`config.mk`:
```
export PLATFORM = sky130hd
export DESIGN_NAME = load_store_unit
export DESIGN_NICKNAME = d
export VERILOG_FILES = /design/src/rtl/lsu_pkg.sv /design/src/rtl/lsu_lane_align.sv /design/src/rtl/load_store_unit.sv
export SDC_FILE = /design/constraint.sdc
export NUM_CORES = 1
export LEC_CHECK = 0
export ABC_AREA = 0
export CORE_MARGIN = 2
export CORE_UTILIZATION = 40
export DETAILED_ROUTE_END_ITERATION = 8
export GPL_TIMING_DRIVEN = 0
export PLACE_DENSITY = 0.84
export SYNTH_ARGS = -nofsm -noshare
export SYNTH_HDL_FRONTEND = slang
export SYNTH_SLANG_ARGS = --single-unit
```
`constraint.sdc`:
```
create_clock -name clk -period 2.1 [get_ports clk]
set_input_delay 0.42 -clock clk [delete_from_list [all_inputs] [get_ports clk]]
set_output_delay 0.42 -clock clk [all_outputs]
set_load 0.01 [all_outputs]
```
`src/rtl/lsu_pkg.sv`:
```
`default_nettype none
// ============================================================================
// Module      : lsu_pkg
// Description : Shared types and constants for the load/store unit: FSM state
//               encoding, funct3 access-mode codes and the default bus
//               timeout.
// Revision    : 1.0 - initial release
// ============================================================================
package lsu_pkg;

    typedef enum logic [1:0] {
        ST_IDLE   = 2'd0,
        ST_REQ    = 2'd1,
        ST_WAIT_R = 2'd2,
        ST_DONE   = 2'd3
    } lsu_state_t;

    // funct3 access modes
    localparam logic [2:0] MODE_B  = 3'b000;
    localparam logic [2:0] MODE_H  = 3'b001;
    localparam logic [2:0] MODE_W  = 3'b010;
    localparam logic [2:0] MODE_BU = 3'b100;
    localparam logic [2:0] MODE_HU = 3'b101;

    // Cycles allowed in REQ+WAIT_R before an access is aborted
    localparam int LSU_TIMEOUT = 16;

endpackage : lsu_pkg
`default_nettype wire

```
`src/rtl/lsu_lane_align.sv`:
```
`default_nettype none
// ============================================================================
// Module      : lsu_lane_align
// Description : Combinational byte-lane logic for the load/store unit.
//               Store side: lane replication, byte strobes, misalign check
//               (driven from the live request). Load side: lane extraction
//               with sign/zero extension (driven from the latched access).
// Ports       : i_st_mode/i_st_offset/i_st_wdata -> o_st_bus_wdata,
//               o_st_strb, o_st_misalign
//               i_ld_mode/i_ld_offset/i_ld_word  -> o_ld_data
// Revision    : 1.0 - initial release
// ============================================================================
module lsu_lane_align
    import lsu_pkg::*;
(
    input  logic [2:0]  i_st_mode,
    input  logic [1:0]  i_st_offset,
    input  logic [31:0] i_st_wdata,
    output logic [31:0] o_st_bus_wdata,
    output logic [3:0]  o_st_strb,
    output logic        o_st_misalign,
    input  logic [2:0]  i_ld_mode,
    input  logic [1:0]  i_ld_offset,
    input  logic [31:0] i_ld_word,
    output logic [31:0] o_ld_data
);

    logic [7:0]  w_ld_byte;
    logic [15:0] w_ld_half;

    // Store steering; unknown funct3 codes fall back to word behaviour.
    always_comb begin
        o_st_bus_wdata = i_st_wdata;
        o_st_strb      = 4'b1111;
        o_st_misalign  = |i_st_offset;
        case (i_st_mode)
            MODE_B, MODE_BU: begin
                o_st_bus_wdata = {4{i_st_wdata[7:0]}};
                o_st_strb      = 4'b0001 << i_st_offset;
                o_st_misalign  = 1'b0;
            end
            MODE_H, MODE_HU: begin
                o_st_bus_wdata = {2{i_st_wdata[15:0]}};
                o_st_strb      = 4'b0011 << i_st_offset;
                o_st_misalign  = i_st_offset[0];
            end
            default: ;
        endcase
    end

    assign w_ld_byte = i_ld_word[{i_ld_offset, 3'b000} +: 8];
    assign w_ld_half = i_ld_offset[1] ? i_ld_word[31:16] : i_ld_word[15:0];

    always_comb begin
        o_ld_data = i_ld_word;
        case (i_ld_mode)
            MODE_B:  o_ld_data = {{24{w_ld_byte[7]}}, w_ld_byte};
            MODE_BU: o_ld_data = {24'h0, w_ld_byte};
            MODE_H:  o_ld_data = {{16{w_ld_half[15]}}, w_ld_half};
            MODE_HU: o_ld_data = {16'h0, w_ld_half};
            default: ;
        endcase
    end

endmodule : lsu_lane_align
`default_nettype wire

```
`src/rtl/load_store_unit.sv`:
```
`default_nettype none
// ============================================================================
// Module      : load_store_unit
// Description : Multi-cycle load/store front end. Turns a MemRead/MemWrite
//               request into a valid/ready bus transaction, stalls the core
//               until completion, and returns extended load data with a
//               one-cycle done pulse. Misaligned requests and bus timeouts
//               complete through DONE with misalign/bus_error pulses.
// Ports       : core side  : req_read, req_write, addr, wdata, mode ->
//                            stall, rdata, done, misalign, bus_error
//               bus side   : bus_valid, bus_we, bus_addr, bus_wdata,
//                            bus_strb <- bus_ready, bus_rvalid, bus_rdata
//               clk, reset (asynchronous, active low)
// Revision    : 1.0 - initial release
// ============================================================================
module load_store_unit
    import lsu_pkg::*;
#(
    parameter int WIDTH   = 32,
    parameter int TIMEOUT = LSU_TIMEOUT
) (
    input  logic             clk,
    input  logic             reset,
    input  logic             req_read,
    input  logic             req_write,
    input  logic [WIDTH-1:0] addr,
    input  logic [WIDTH-1:0] wdata,
    input  logic [2:0]       mode,
    output logic             stall,
    output logic [WIDTH-1:0] rdata,
    output logic             done,
    output logic             misalign,
    output logic             bus_error,
    output logic             bus_valid,
    output logic             bus_we,
    output logic [WIDTH-1:0] bus_addr,
    output logic [WIDTH-1:0] bus_wdata,
    output logic [3:0]       bus_strb,
    input  logic             bus_ready,
    input  logic             bus_rvalid,
    input  logic [WIDTH-1:0] bus_rdata
);

    localparam int c_CNT_W = $clog2(TIMEOUT + 1);

    lsu_state_t         r_state, w_state_next;
    logic [c_CNT_W-1:0] r_cnt;
    logic [2:0]         r_mode;
    logic [1:0]         r_offset;
    logic [WIDTH-1:0]   r_rdata, r_bus_addr, r_bus_wdata;
    logic [3:0]         r_bus_strb;
    logic               r_done, r_misalign, r_bus_error, r_bus_valid, r_bus_we;

    logic               w_req, w_misalign, w_cnt_expired;
    logic               w_latch, w_reject, w_handshake, w_capture, w_timeout;
    logic [WIDTH-1:0]   w_st_wdata, w_ld_data;
    logic [3:0]         w_st_strb;

    lsu_lane_align u_lane_align (
        .i_st_mode      (mode),
        .i_st_offset    (addr[1:0]),
        .i_st_wdata     (wdata),
        .o_st_bus_wdata (w_st_wdata),
        .o_st_strb      (w_st_strb),
        .o_st_misalign  (w_misalign),
        .i_ld_mode      (r_mode),
        .i_ld_offset    (r_offset),
        .i_ld_word      (bus_rdata),
        .o_ld_data      (w_ld_data)
    );

    assign w_req         = req_read | req_write;
    assign w_cnt_expired = (r_cnt == c_CNT_W'(TIMEOUT - 1));

    // Completion in REQ/WAIT_R takes priority over an expiring counter.
    always_comb begin
        w_state_next = r_state;
        w_latch      = 1'b0;
        w_reject     = 1'b0;
        w_handshake  = 1'b0;
        w_capture    = 1'b0;
        w_timeout    = 1'b0;
        case (r_state)
            ST_IDLE: begin
                if (w_req) begin
                    if (w_misalign) begin
                        w_reject     = 1'b1;
                        w_state_next = ST_DONE;
                    end else begin
                        w_latch      = 1'b1;
                        w_state_next = ST_REQ;
                    end
                end
            end
            ST_REQ: begin
                if (r_bus_valid && bus_ready) begin
                    w_handshake  = 1'b1;
                    w_state_next = r_bus_we ? ST_DONE : ST_WAIT_R;
                end else if (w_cnt_expired) begin
                    w_timeout    = 1'b1;
                    w_state_next = ST_DONE;
                end
            end
            ST_WAIT_R: begin
                if (bus_rvalid) begin
                    w_capture    = 1'b1;
                    w_state_next = ST_DONE;
                end else if (w_cnt_expired) begin
                    w_timeout    = 1'b1;
                    w_state_next = ST_DONE;
                end
            end
            default: w_state_next = ST_IDLE;
        endcase
    end

    always_ff @(posedge clk or negedge reset) begin
        if (!reset) r_state <= ST_IDLE;
        else        r_state <= w_state_next;
    end

    always_ff @(posedge clk or negedge reset) begin
        if (!reset) begin
            r_cnt       <= '0;
            r_mode      <= '0;
            r_offset    <= '0;
            r_rdata     <= '0;
            r_done      <= 1'b0;
            r_misalign  <= 1'b0;
            r_bus_error <= 1'b0;
            r_bus_valid <= 1'b0;
            r_bus_we    <= 1'b0;
            r_bus_addr  <= '0;
            r_bus_wdata <= '0;
            r_bus_strb  <= '0;
        end else begin
            // DONE is only ever entered from another state, so this is a
            // single-cycle pulse.
            r_done      <= (w_state_next == ST_DONE);
            r_misalign  <= w_reject;
            r_bus_error <= w_timeout;

            if (w_state_next == ST_DONE)
                r_rdata <= w_capture ? w_ld_data : '0;

            if (w_latch)
                r_cnt <= '0;
            else if (r_state == ST_REQ || r_state == ST_WAIT_R)
                r_cnt <= r_cnt + 1'b1;

            if (w_latch)
                r_bus_valid <= 1'b1;
            else if (w_handshake || w_timeout)
                r_bus_valid <= 1'b0;

            // Simultaneous read+write requests are treated as writes.
            if (w_latch) begin
                r_mode      <= mode;
                r_offset    <= addr[1:0];
                r_bus_we    <= req_write;
                r_bus_addr  <= {addr[WIDTH-1:2], 2'b00};
                r_bus_wdata <= w_st_wdata;
                r_bus_strb  <= w_st_strb;
            end
        end
    end

    assign stall     = (r_state == ST_REQ) || (r_state == ST_WAIT_R) ||
                       ((r_state == ST_IDLE) && w_req);
    assign rdata     = r_rdata;
    assign done      = r_done;
    assign misalign  = r_misalign;
    assign bus_error = r_bus_error;
    assign bus_valid = r_bus_valid;
    assign bus_we    = r_bus_we;
    assign bus_addr  = r_bus_addr;
    assign bus_wdata = r_bus_wdata;
    assign bus_strb  = r_bus_strb;

endmodule : load_store_unit
`default_nettype wire
```
==> results.toml, run 1 <==
[sta]
finalCriticalPeriod_ns = 2.10
rsz0062_at_grt = "yes"
max_freq_ghz = 0.476
fin_setup_tns_ns = 0
max_slew_margin = 0.404
fin_crit_sh = 0.999
finClkSkew_ns = 0.00769
maxSlewViolCount = 0
timing.hold.ws_ns = 0.366
final-hold-violation-count = 0
tightest_slew_ns = 0.891
setup_viol = 0

[synth]
synth_edf_count = 0
syn_area_per_cell_um2 = 11.6
synth_top_cell_by_area = "dfrtp_1"
synth_warnings = 0
syn_area_um2 = 5470
ys_seq_area_frac = 0.526
ys_ff_latch = 115
synth.distinct_cells = 51
synthArstFlopShare = 1.00
yosys-top-cells-area = "dfrtp_1, mux2_2, mux2i_1"
synthFlopType = "dfrtp_1"
synth_top_area_share = 0.526
syn-instance-count = 471

[routing]
drtPass1Iterations = 5
drc_errors = 0
wire_per_inst_um = 19.6
routed_wl_mm = 17.6
vias = 4913
drt-initial-drc-count = 371
ant_nets = 0
via_per_inst = 5.49

[pwr]
power.leakage_uw = 0.00363
p_per_area_nw_per_um2 = 1520
power_uw = 13000
ir_drop_mv = 0.922

[global_route]
grt_first_pass_wirelength_mm = 27.3
grt_overflow_total = 0
met3_usage = 0.101
grt_use_met1 = 0.277
grtUsageMet2 = 0.396
grt_most_used_layer = "met2"
grt_pass1_vias = 5260
antenna_found_initial = 0
grt_max_degree = 92
track_usage = 0.247

[floorplan]
die_area_um2 = 14600
initial_core_util = 0.411
core_um2 = 13300
die_w_um = 121
io_pins = 211
rows = 42
die_h_um = 121

[cts]
cts_tree = "built"
cts.sinks = 115
clk_latency_ns = 0.41
ctsHtreeMaxLevel = 4
cts_made_buffers = 17
path_clk_slew_ns = 0.05
clock_path_buffers = 2
cts-root-buf = "clkbuf_16"

[placed_design]
dpl-instance-area_um2 = 7770
place_hpwl_mm = 12.7
gp_congestion = 0.915
io_buffers = 205

[layout]
nets = 819
diodes = 0
syn2layout_area_growth_pct = 56.6
drive_gt1_frac = 0.178
final_area_um2 = 8560
final_util = 0.644

[critical_path]
arrival_ns = 2.39
crit_path_end_kind = "register"
criticalPathCategory = "register to register"
required_ns = 2.39
worstSetupStartpointType = "register"
worst-path-max-fanout = 8

[job]
max_cap_violations = 0

[worst_hold_path]
hold_class = "primary input to register"

[outcome]
status = "finished, final reports clean"
==> routing by layer <==
metal | vias up | part of all wire
met3 | 60 | 0.12
met2 | 296 | 0.47
met4 | 0 | 0.042
met5 | - | 0
li1 | 2194 | -
met1 | 2363 | 0.36
==> stage by stage <==
step	instances	worst slack, ns
after floorplan	472	0.0179
after global placement	853	-3.78
after detailed placement	854	-0.416
after CTS	894	0.00358
after global routing	895	-0.0440
final	895	0.00117
==> cell type report <==
class / count / area [um2]
clock inverters: 9 / 154
clock buffers: 22 / 464
repair buffers: 218 / 2180
well taps: 176 / 220
plain buffers: 34 / 196
multi-input cells: 306 / 2410
inverters: 15 / 56.3
fillers: 1001 / 4730
flip-flops and latches: 115 / 2880
==> Yosys cell counts (2+ instances only) <==
cell	count
o31ai_1	2
buf_2	13
a211oi_1	2
nor2b_1	2
a21oi_1	29
nand2_1	41
o21ai_0	31
a21o_1	3
o221a_2	3
o22a_1	2
o2bb2ai_2	10
o221a_1	3
clkbuf_1	16
xnor2_1	2
nand4_1	3
mux2i_1	26
o211ai_1	8
o2bb2ai_1	13
a221o_1	7
mux2_1	6
ha_1	7
xor2_1	2
nor3_1	2
nand2b_1	5
inv_1	15
dfrtp_1	115
mux2_2	40
nor2_1	21
a32o_1	7
buf_4	6
o22ai_1	8
and2_1	2
==> where the power goes <==
| part | internal (uW) | total, uW | switching (uW) |
|---|---|---|---|
| combinational | 3270 | 6170 | 2900 |
| sequential | 3160 | 3770 | 608 |
| clock | 2040 | 3030 | 998 |
| total | 8470 | 13000 | 4510 |
==> sequential cells by signal (all words and copies together) (netlist names) <==
| register | count |
|---|---|
| bus_strb | 4 |
| bus_wdata | 32 |
| misalign | 1 |
| bus_we | 1 |
| bus_error | 1 |
| rdata | 32 |
| r_cnt | 5 |
| done | 1 |
| r_state | 2 |
| bus_valid | 1 |
| r_mode | 3 |
| r_offset | 2 |
| bus_addr | 30 |
==> cells in the final DEF (no fill, tap or decap), drive strengths merged, types with 3 or more instances in the layout <==
| master | synthesis | layout |
|---|---|---|
| a21o | 3 | 3 |
| a21oi | 29 | 29 |
| a221o | 7 | 7 |
| a32o | 7 | 7 |
| buf | 20 | 31 |
| bufinv | 0 | 4 |
| clkbuf | 16 | 38 |
| clkdlybuf4s50 | 0 | 203 |
| clkinv | 0 | 3 |
| dfrtp | 115 | 115 |
| ha | 7 | 7 |
| inv | 15 | 15 |
| mux2 | 46 | 46 |
| mux2i | 26 | 26 |
| nand2 | 41 | 41 |
| nand2b | 5 | 5 |
| nand4 | 3 | 3 |
| nor2 | 21 | 21 |
| o211ai | 8 | 8 |
| o21ai | 33 | 33 |
| o221a | 6 | 6 |
| o22ai | 8 | 8 |
| o2bb2ai | 23 | 23 |
| o31ai | 3 | 3 |
==> path summary, 6_finish.rpt <==
check / slack, ns / depth (start not counted) / start / to
hold / removal: 0.37 / 2 / addr[0] / bus_strb[2]$_DFFE_PN0P_
max in group asynchronous: 0.91 / 3 / reset / rdata[7]$_DFFE_PN0N_
setup reg to reg: 0.001 / 8 / r_cnt[1]$_DFFE_PN0P_ / rdata[7]$_DFFE_PN0N_
setup / recovery: 0.001 / 8 / r_cnt[1]$_DFFE_PN0P_ / rdata[7]$_DFFE_PN0N_
hold reg to reg: 0.47 / 1 / rdata[15]$_DFFE_PN0N_ / rdata[15]$_DFFE_PN0N_
min in group asynchronous: 0.44 / 2 / reset / rdata[18]$_DFFE_PN0N_
==> logic make-up after synthesis <==
| kind of cell | count (synthesis) | synth area share |
|---|---|---|
| compound gates | 140 | 0.197 |
| xor+xnor | 4 | 0.00641 |
| fa+ha+maj | 7 | 0.0160 |
| buf+inv | 51 | 0.0435 |
| flops | 115 | 0.526 |
| mux | 73 | 0.146 |
| other cells | 1 | 0.000686 |
| simple gates | 80 | 0.0636 |
==> what timing repair did <==
item / CTS / global route
hold buffers: 1 / 0
resized for setup: 16 / 6
endpoints found under the hold margin: 24 / 0
pin swaps: 3 / 1
cloned: 3 / 0
buffers inserted: 6 / 2
setup endpoints to repair: 32 / 59
==> worst max-delay path: stages, from the launching register on <==
cell and delay, ns:
dfrtp_1 0.39, ha_2 0.19, and3_4 0.19, ha_4 0.16
a211o_1 0.23, a21o_1 0.20, o221ai_4 0.17, buf_12 0.16
mux2_4 0.29
Power figures use the tool's default switching activity.
==> run 2: changes to the inputs <==
Settings changed: CORE_ASPECT_RATIO set to 0.75.
==> results.toml, run 2 (synthesis gave the netlist of run 1 again) <==
[outcome]
status = "finished with violations"
violations = "negative hold slack, negative setup slack"

[routing]
via_per_inst = 5.44
drt-initial-drc-count = 294
wire_per_inst_um = 19.5
routed_wl_mm = 17.4
drc_errors = 0
drtPass1Iterations = 5
ant_nets = 0
vias = 4845

[global_route]
track_usage = 0.238
met3_usage = 0.0613
grt_max_degree = 76
grt_use_met1 = 0.320
antenna_found_initial = 0
grt_pass1_vias = 4992
grt_most_used_layer = "met2"
grt_first_pass_wirelength_mm = 27.4
grtUsageMet2 = 0.379
grt_overflow_total = 0

[critical_path]
arrival_ns = 2.43
critPathMaxStageDelay_ns = 0.38
slowest_stage = "dfrtp_1"
worstSetupStartpointType = "register"
r2r_slack_ns = -0.05
required_ns = 2.38
cp_cell_sequence = "ha_2 -> and3_4 -> ha_4 -> a211o_1 -> a21o_1 -> o221ai_4 -> mux2_2"
crit_path_end_kind = "register"
worst-path-max-fanout = 3
criticalPathCategory = "register to register"

[sta]
timing.hold.ws_ns = -0.00138
fin_crit_sh = 1.02
finalCriticalPeriod_ns = 2.15
fin_setup_tns_ns = -0.686
finClkSkew_ns = 0.00636
fin_ws_ns = -0.0503
max_freq_ghz = 0.465
final-hold-violation-count = 2
rsz0062_at_grt = "yes"
maxSlewViolCount = 0
tightest_slew_ns = 0.932
max_slew_margin = 0.376
setup_viol = 32

[cts]
ctsHtreeMaxLevel = 4
cts_made_buffers = 17
cts.sinks = 115
cts-root-buf = "clkbuf_16"
cts_tree = "built"
clock_path_buffers = 2
path_clk_slew_ns = 0.06
clk_latency_ns = 0.40
holdBufCountCts = 0

[placed_design]
io_buffers = 205
gp_congestion = 0.950
place_hpwl_mm = 12.7

[worst_hold_path]
hold_class = "primary input to asynchronous set/reset pin"

[pwr]
ir_drop_mv = 0.794
power_uw = 13300
power.leakage_uw = 0.00367
p_per_area_nw_per_um2 = 1530

[layout]
multi_input_area_um2 = 2470
num-fill-cells = 1009
nets = 819
syn2layout_area_growth_pct = 58.6
diodes = 0
final_util = 0.659
final_common_cell = "clkdlybuf4s50_1"
mostFrequentLayoutCells = "clkdlybuf4s50_1, dfrtp_1, nand2_1, mux2_2, o21ai_0"
final-seq-area_um2 = 2880
drive_gt1_frac = 0.197

[floorplan]
core_um2 = 13200
io_pins = 211
rows = 36
die_w_um = 139
die_h_um = 105
die_area_um2 = 14600
initial_core_util = 0.416

[job]
max_cap_violations = 0
[run 2: area by class of cell]
| cell class | count | area share |
|---|---|---|
| clock buffer | 19 | 0.0511 |
| sequential | 115 | 0.332 |
| clock inverter | 13 | 0.0212 |
| timing repair buffer | 218 | 0.255 |
| buffer | 34 | 0.0244 |
| inverter | 15 | 0.00649 |
| multi-input combinational | 306 | 0.285 |
| tap | 171 | 0.0247 |
[run 2: power by group]
group | internal [uW] | leakage (uW) | switching, uW
clock network | 2010 | 0.000299 | 1030
logic | 3470 | 0.00194 | 3010
registers | 3160 | 0.00143 | 589
[run 2: timing repair]
action / CTS / global route
pin swaps: 4 / 3
gates cloned: 2 / 0
gates resized for setup: 24 / 14
setup buffers: 8 / 2
hold endpoints to repair: 0 / 0
setup endpoints to repair: 72 / 63
[run 2: final timing paths]
path | end | cells after the start | startpoint
max | rdata[7]$_DFFE_PN0N_ | 7 | r_cnt[0]$_DFFE_PN0P_
min | rdata[22]$_DFFE_PN0N_ | 1 | reset
max reg2reg | rdata[7]$_DFFE_PN0N_ | 7 | r_cnt[0]$_DFFE_PN0P_
min reg2reg | bus_wdata[28]$_DFFE_PN0P_ | 2 | bus_wdata[28]$_DFFE_PN0P_
max in group asynchronous | bus_addr[15]$_DFFE_PN0P_ | 2 | reset
min in group clk | bus_strb[2]$_DFFE_PN0P_ | 2 | addr[0]
[run 2: routing by layer]
layer	part of all wire	up-vias	routed length [um]
li1	-	2205	-
met5	0	-	0
met2	0.48	207	8280
met1	0.44	2399	7580
met4	0.021	0	365
met3	0.069	34	1200
[run 2: per-stage QoR]
step	hold slack [ns]	area [um2]	worst slack, ns	cells
2_1_floorplan	0.124	5470	0.0179	472
3_3_place_gp	0.463	7740	-3.58	848
3_5_place_dp	0.445	7760	-0.506	849
4_1_cts	0.0126	8590	0.00894	890
5_1_grt	0.0267	8670	-0.117	891
6_report	-0.00138	8670	-0.0503	891
[run 2: worst max-delay path, delay by kind of cell (launching register included)]
family / cells / cell delay (ns)
and+or+nand+nor: 1 / 0.19
muxes: 1 / 0.38
adders and majority gates: 2 / 0.34
AOI/OAI and AO/OA: 3 / 0.73
DFF: 1 / 0.38
==> run 3: changes to the inputs <==
Settings changed: CORE_MARGIN 2 to 1.
==> results.toml, run 3 (synthesis gave the netlist of run 1 again) <==
[routing]
via_per_inst = 5.41
routed_wl_mm = 17.4
drtPass1Iterations = 6
drc_errors = 0
vias = 4813
ant_nets = 0
drt-initial-drc-count = 294
wire_per_inst_um = 19.5

[pwr]
power.leakage_uw = 0.00362
intPower_uw = 8150
switching_share = 0.353
p_per_area_nw_per_um2 = 1480
sequentialPowerShare = 0.298
p_sw_uw = 4450
ir_drop_mv = 0.792
power_frac_comb = 0.494
clkPwrFrac = 0.208

[floorplan]
core_um2 = 13200
initial_core_util = 0.416
die_area_um2 = 14100
io_pins = 211
die_h_um = 103
die_w_um = 137
rows = 36

[critical_path]
startpoint = "r_cnt[0]$_DFFE_PN0P_"
required_ns = 2.39
r2r_slack_ns = -0.03
arrival_ns = 2.42
r2r_start = "r_cnt[0]$_DFFE_PN0P_"
crit_path_end_kind = "register"
reg2reg_depth = 8
worstSetupStartpointType = "register"
cp-endpoint = "rdata[7]$_DFFE_PN0N_"
criticalPathCategory = "register to register"
worstReg2RegEnd = "rdata[7]$_DFFE_PN0N_"
worst-path-max-fanout = 5

[cts]
cts_made_buffers = 17
holdBufCountCts = 0
clock_path_buffers = 2
cts.sinks = 115
clk_latency_ns = 0.41
cts_tree = "built"
cts-root-buf = "clkbuf_16"
path_clk_slew_ns = 0.05
ctsHtreeMaxLevel = 4

[placed_design]
place_hpwl_mm = 12.7
dp_slack_ns = -0.407
io_buffers = 205
dpl-instance-area_um2 = 7760
gp_congestion = 0.920
dp_cells = 849

[global_route]
antenna_found_initial = 0
grt_max_degree = 74
grt_overflow_total = 0
grt_pass1_vias = 4934
grt_first_pass_wirelength_mm = 26.0
track_usage = 0.248

[worst_hold_path]
hold_class = "primary input to asynchronous set/reset pin"

[sta]
finClkSkew_ns = 0.00696
fin_crit_sh = 1.01
maxSlewViolCount = 0
fin_ws_ns = -0.0269
max_freq_ghz = 0.470
rsz0062_at_grt = "yes"
final-hold-violation-count = 0
finalCriticalPeriod_ns = 2.13
setup_viol = 5
tightest_slew_ns = 0.842
max_slew_margin = 0.424
fin_setup_tns_ns = -0.0763
timing.hold.ws_ns = 0.0100

[layout]
final_common_cell = "clkdlybuf4s50_1"
mostFrequentLayoutCells = "clkdlybuf4s50_1, dfrtp_1, nand2_1, mux2_2, o21ai_0"
syn2layout_area_growth_pct = 55.6
diodes = 0
nets = 820
final_area_um2 = 8510
drive_gt1_frac = 0.185
stdcell_count = 890

[job]
max_cap_violations = 0

[outcome]
violations = "negative setup slack"
status = "finished with violations"
## run 3: worst min path at each step
stage | endpoint | slack [ns]
2_1_floorplan | bus_addr[10]$_DFFE_PN0P_ | 0.12
3_3_place_gp | bus_wdata[28]$_DFFE_PN0P_ | 0.46
3_5_place_dp | rdata[22]$_DFFE_PN0N_ | 0.45
4_1_cts | rdata[22]$_DFFE_PN0N_ | 0.02
5_1_grt | rdata[22]$_DFFE_PN0N_ | 0.05
6_report | rdata[22]$_DFFE_PN0N_ | 0.01
## run 3: metal layers
metal	up-vias	share of wire	track usage
met5	-	0	0
met2	190	0.47	0.389
met4	0	0.023	0.109
met1	2387	0.44	0.321
li1	2205	-	-
met3	31	0.068	0.0712
## run 3: repair_timing
action / 4_1_cts / 5_1_grt
cloned: 2 / 0
gates resized for setup: 15 / 12
setup buffers: 9 / 2
pin swaps: 3 / 4
endpoints found under the setup margin: 39 / 65
## run 3: final cells by class
class | instances | area (um2)
plain buffers | 34 | 200
clock buffers | 26 | 519
clock inverters | 4 | 22.5
fillers | 1046 | 4650
inverters | 15 | 56.3
multi-input cells | 306 | 2440
flip-flops and latches | 115 | 2880
well taps | 171 | 214
repair buffers | 219 | 2180
## run 3: critical path, cell delays in order, from the launching register on
cell and delay [ns]:
dfrtp_1 0.39, ha_2 0.19, and3_4 0.19, ha_4 0.15, a211o_1 0.26, a21o_1 0.19
o221ai_4 0.19, buf_12 0.16, mux2_4 0.29
## run 3: power groups by stage
| stage | registers [uW] | clock network, uW | logic (uW) |
|---|---|---|---|
| final | 3750 | 2620 | 6220 |
| after global placement | 3710 | 0 | 5510 |
| after floorplan | 4070 | 0 | 2620 |
| after global routing | 3840 | 2780 | 6650 |
| after detailed placement | 3770 | 0 | 5690 |
| after CTS | 3740 | 2680 | 6130 |
## run 3: through the flow
step | total power, uW | utilization
floorplan | 6690 | -
global placement | 9220 | 0.588
detailed placement | 9460 | 0.590
CTS | 12500 | 0.643
global route | 13300 | 0.647
finish | 12600 | 0.647
